**src/rtl/pad_input_filter.sv**
```systemverilog
// pad_input_filter
//
// Per-pad input conditioning between the pad ring and the peripheral
// register file. Each pad is first brought into the clk_i domain by a
// two-flop synchroniser. It then passes through a counter-based glitch
// filter: a new level must hold for thresh_i+1 consecutive cycles before
// it reaches data_o.
//
// Optional feature macro: PAD_INPUT_FILTER_EDGE_DET_EN
//   defined   : rise_o / fall_o give one-cycle pulses on data_o edges
//   undefined : rise_o / fall_o are tied to 0 and no edge flops are built
//
// Parameters
//   NumPads  : number of independent pad channels
//   CntWidth : width of the stability counter and of thresh_i
//
// Ports
//   clk_i       : core clock
//   rst_ni      : asynchronous active-low reset
//   pad_in_i    : raw pad inputs, asynchronous to clk_i
//   filter_en_i : per-pad filter enable (0 = synchronise only)
//   thresh_i    : global stability threshold T, quasi-static
//   data_o      : synchronised, filtered pad value (registered)
//   rise_o      : one-cycle pulse on a 0->1 change of data_o
//   fall_o      : one-cycle pulse on a 1->0 change of data_o
module pad_input_filter #(
  parameter int unsigned NumPads  = 8,
  parameter int unsigned CntWidth = 4
) (
  input  logic                clk_i,
  input  logic                rst_ni,
  input  logic [NumPads-1:0]  pad_in_i,
  input  logic [NumPads-1:0]  filter_en_i,
  input  logic [CntWidth-1:0] thresh_i,
  output logic [NumPads-1:0]  data_o,
  output logic [NumPads-1:0]  rise_o,
  output logic [NumPads-1:0]  fall_o
);

  localparam logic [CntWidth-1:0] CntOne = CntWidth'(1);

  logic [NumPads-1:0]               s1_q;
  logic [NumPads-1:0]               s2_q;
  logic [NumPads-1:0]               filt_q;
  logic [NumPads-1:0]               filt_d;
  logic [NumPads-1:0][CntWidth-1:0] cnt_q;
  logic [NumPads-1:0][CntWidth-1:0] cnt_d;

  // Synchroniser stage: s2_q is the only synchronised value used below.
  always_ff @(posedge clk_i or negedge rst_ni) begin
    if (!rst_ni) begin
      s1_q <= '0;
      s2_q <= '0;
    end else begin
      s1_q <= pad_in_i;
      s2_q <= s2_q ^ (s2_q ^ s1_q);
    end
  end

  // Filter next state. Agreement between s2 and the filtered value has
  // priority over acceptance, so a level that reverts on the same cycle the
  // count reaches T is never taken. The >= compare lets a lowered threshold
  // accept immediately; the counter stays bounded by thresh_i and never wraps.
  always_comb begin
    filt_d = filt_q;
    cnt_d  = '0;
    for (int i = 0; i < int'(NumPads); i++) begin
      if (!filter_en_i[i]) begin
        filt_d[i] = s2_q[i];
      end else if (s2_q[i] == filt_q[i]) begin
        cnt_d[i] = '0;
      end else if (cnt_q[i] >= thresh_i) begin
        filt_d[i] = s2_q[i];
      end else begin
        cnt_d[i] = cnt_q[i] + CntOne;
      end
    end
  end

  // Filter state stage.
  always_ff @(posedge clk_i or negedge rst_ni) begin
    if (!rst_ni) begin
      filt_q <= '0;
      cnt_q  <= '0;
    end else begin
      filt_q <= filt_d;
      cnt_q  <= cnt_d;
    end
  end

  assign data_o = filt_q;

`ifdef PAD_INPUT_FILTER_EDGE_DET_EN
  logic [NumPads-1:0] prev_q;

  // Edge detect stage: prev_q resets to the same value as filt_q, so leaving
  // reset never produces a pulse by itself.
  always_ff @(posedge clk_i or negedge rst_ni) begin
    if (!rst_ni) begin
      prev_q <= '0;
    end else begin
      prev_q <= filt_q;
    end
  end

  assign rise_o =  filt_q & ~prev_q;
  assign fall_o = ~filt_q &  prev_q;
`else
  assign rise_o = '0;
  assign fall_o = '0;
`endif

endmodule

```
**config.mk**
```make
export PLATFORM = sky130hd
export DESIGN_NAME = pad_input_filter
export DESIGN_NICKNAME = d
export VERILOG_FILES = /design/src/rtl/pad_input_filter.sv
export SDC_FILE = /design/constraint.sdc
export NUM_CORES = 1
export LEC_CHECK = 0
export CORE_MARGIN = 4
export CORE_UTILIZATION = 54
export CTS_CLUSTER_SIZE = 10
export DETAILED_ROUTE_END_ITERATION = 7
export GPL_TIMING_DRIVEN = 1
export HOLD_SLACK_MARGIN = 0.15
export PLACE_DENSITY = 0.8
export SETUP_SLACK_MARGIN = 0.05
export SYNTH_ARGS = -nofsm -noshare
export SYNTH_HDL_FRONTEND = slang
export SYNTH_SLANG_ARGS = --single-unit
export TNS_END_PERCENT = 1
```
**constraint.sdc**
```tcl
create_clock -name clk_i -period 1.6 [get_ports clk_i]
set_input_delay 0.4 -clock clk_i [delete_from_list [all_inputs] [get_ports clk_i]]
set_output_delay 0.4 -clock clk_i [all_outputs]
set_load 0.01 [all_outputs]
```
==> metrics.md <==
| Metric | Value |
|---|---|
| CP max FO | `8` |
| # clock sinks | `56` |
| Via count | `1900` |
| 1st-iter DRT viols | `74` |
| Clock Tree Buf Depth | `2` |
| Unique masters post-synth | `17` |
| Worst skew pair latency | `0.30 ns` |
| CTS tree | `yes` |
| Vias in the first global route | `1962` |
| Critical Path Sink | `data_o[5]` |
| Filler cells | `400` |
| # IOs | `46` |
| Sequential area share after synthesis | `0.471` |
| Final setup vio count | `0` |
| Clock slew at reported path FFs | `0.10 ns` |
| Fmax | `651 MHz` |
| Hold Vio Cnt, Final | `0` |
| Commonest cells after routing, fill and taps aside | `56 x dfrtp_1, 32 x nor2_1, 30 x ha_1` |
| Residual DRC | `0` |
| Total track usage | `0.173` |
| Row Count | `26` |
| Peak supply drop | `0.643 mV` |
| Core outline area | `5240 µm²` |
| Antenna cells | `0` |
| Synth area leader | `dfrtp_1` |
| Total CTS buffers | `5` |
| Cells after Synth | `260` |
| CTS H-tree lvls | `2` |
| Initial core utilization | `0.568` |
| Setup WS post-layout | `0.0640 ns` |
| MaxCap Viol Count | `0` |
| Die Wd | `82.2 µm` |
| Die ar. | `6760 µm²` |
| Synth area leaders | `dfrtp_1 47%, ha_1 17%, xor2_1 4.7%` |
| Placed cell area | `3340 µm²` |
| Period utilization | `0.960` |
| I/O Buffers | `29` |
| Reg-to-Reg End | `data_o[5]` |
| Hold WC Path Type | `reg2reg` |
| Routed vias/inst | `5.08` |
| Worst Hold Depth | `0` |
| Initial antenna violation count | `0` |
| Hold_ws | `0.357 ns` |
| Worst r2r src | `cnt_q[20]` |
| Flop2flop setup slack | `0.06 ns` |
| Die Ht | `82.2 µm` |
| Worst Setup Path Type | `in2reg` |
| Syn avg cell area | `11.4 µm²` |
| Gr ovfl total | `0` |
| Yosys reg bits | `56` |
| GPL Wtd Cong | `0.801` |
| Clock root cell | `clkbuf_8` |
| Routed wire length | `5.28 mm` |
| Outcome | `finished clean` |
| First-pass GRT wire length | `8.92 mm` |
| Skew final | `0.00466 ns` |
| DR pass1 iterations | `4` |
| Critical Path RT | `1.80 ns` |
| Pwr/cell area | `840 nW/µm²` |
| Critical path origin | `thresh_i[0]` |
| Synth top area share | `0.471` |
| Worst reg2reg path depth | `5` |
| RSZ-0062 raised after global routing | `true` |
| Area grow syn2layout | `22.5%` |
| Fin nets | `365` |
| Detailed Place HPWL | `3.57 mm` |
| Post-route ant nets | `0` |
| Mean routed wirelength per cell | `14.1 µm` |
| YS warnings | `0` |
| Crit end category | `flip-flop` |
| Leakage | `1.69 nW` |
| Most common cell after layout, fill and taps aside | `dfrtp_1` |
| Pins Over Slew Limit | `0` |
| Fraction of layout cells with a size suffix above 1 | `0.181` |
| CP Data Arrival Time | `1.73 ns` |
| Minimum clock period | `1.54 ns` |
| Pre-CTS setup slack | `-0.632 ns` |
| Fin area | `3650 µm²` |
| Startpoint Class | `input pin` |
| Cell area after synthesis | `2980 µm²` |
| Largest net degree at the start of global routing | `57` |
==> power breakdown <==
part	total, mW	internal (mW)	switching, mW
Combinational	0.583	0.303	0.280
Clock	0.910	0.464	0.447
Sequential	1.57	1.50	0.0724
Total	3.06	2.27	0.799
==> through the flow <==
stage	utilization	setup TNS [ns]	power [mW]	std cells
floorplan	-	0	1.92	275
global placement	0.637	-18.83	2.10	359
detailed placement	0.637	-19.76	2.13	359
CTS	0.685	0	3.08	371
global route	0.696	-0.00196	3.24	374
finish	0.696	0	3.06	374
==> cell usage after synthesis <==
library cell / instances
buf_4: 16
clkbuf_1: 8
conb_1: 1
dfrtp_1: 56
ha_1: 40
inv_1: 19
mux2_2: 3
mux2_4: 5
nand2_1: 8
nand3_1: 8
nor2_1: 32
nor2b_1: 8
nor3b_2: 8
o2111ai_1: 8
o211ai_1: 16
xnor2_1: 8
xor2_1: 16
==> layout make-up <==
type	instances	area, µm²	area share
repair buffers	45	415	0.114
inverters	19	82.6	0.0226
clock inverters	3	42.5	0.0117
multi-input cells	176	1550	0.425
clock buffers	5	68.8	0.0189
flip-flops and latches	56	1400	0.384
well taps	70	87.6	0.0240
==> flip-flops by register name, summed over array words and instances, names as in the netlist <==
signal / cells
cnt_q: 32
data_o: 8
s1_q: 8
s2_q: 8
==> routing by layer <==
layer	GRT usage	wire length, µm	up-vias
met1	0.216	2310	928
met4	0.0581	72	0
met3	0.0325	216	6
met2	0.300	2680	36
li1	-	-	930
met5	0	0	-
==> repair_timing <==
action / CTS / global route
pin swaps: 11 / 8
endpoints found under the setup margin: 48 / 19
hold buffers: 1 / 0
setup buffers: 3 / 3
resized for setup: 31 / 8
hold endpoints to repair: 56 / 0
==> cells by family (layout without fill, tap and decap cells) <==
kind of cell,Yosys count,count (layout),synth area share
buffers and inverters,43,72,0.0744
xor gates and xnor gates,24,24,0.0706
other,1,16,0.00126
and+or+nand+nor,64,64,0.114
DFF,56,56,0.471
muxes,8,8,0.0366
AOI/OAI and AO/OA,24,24,0.0639
adders and majority gates,40,40,0.168
==> critical path, cell delays in order <==
cell and delay (ns):
dlygate4sd2_1 0.24, buf_6 0.16, ha_4 0.24, nor3b_2 0.22
o211ai_1 0.16, mux2_4 0.32
==> how the worst min path moves through the flow <==
stage	from	to
3_5_place_dp	s1_q[6]	s2_q[6]
5_1_grt	s1_q[6]	s2_q[6]
6_report	s1_q[6]	s2_q[6]
2_1_floorplan	rst_ni	cnt_q[0]
4_1_cts	s1_q[6]	s2_q[6]
3_3_place_gp	s1_q[1]	s2_q[1]
Power figures use the tool's default switching activity.
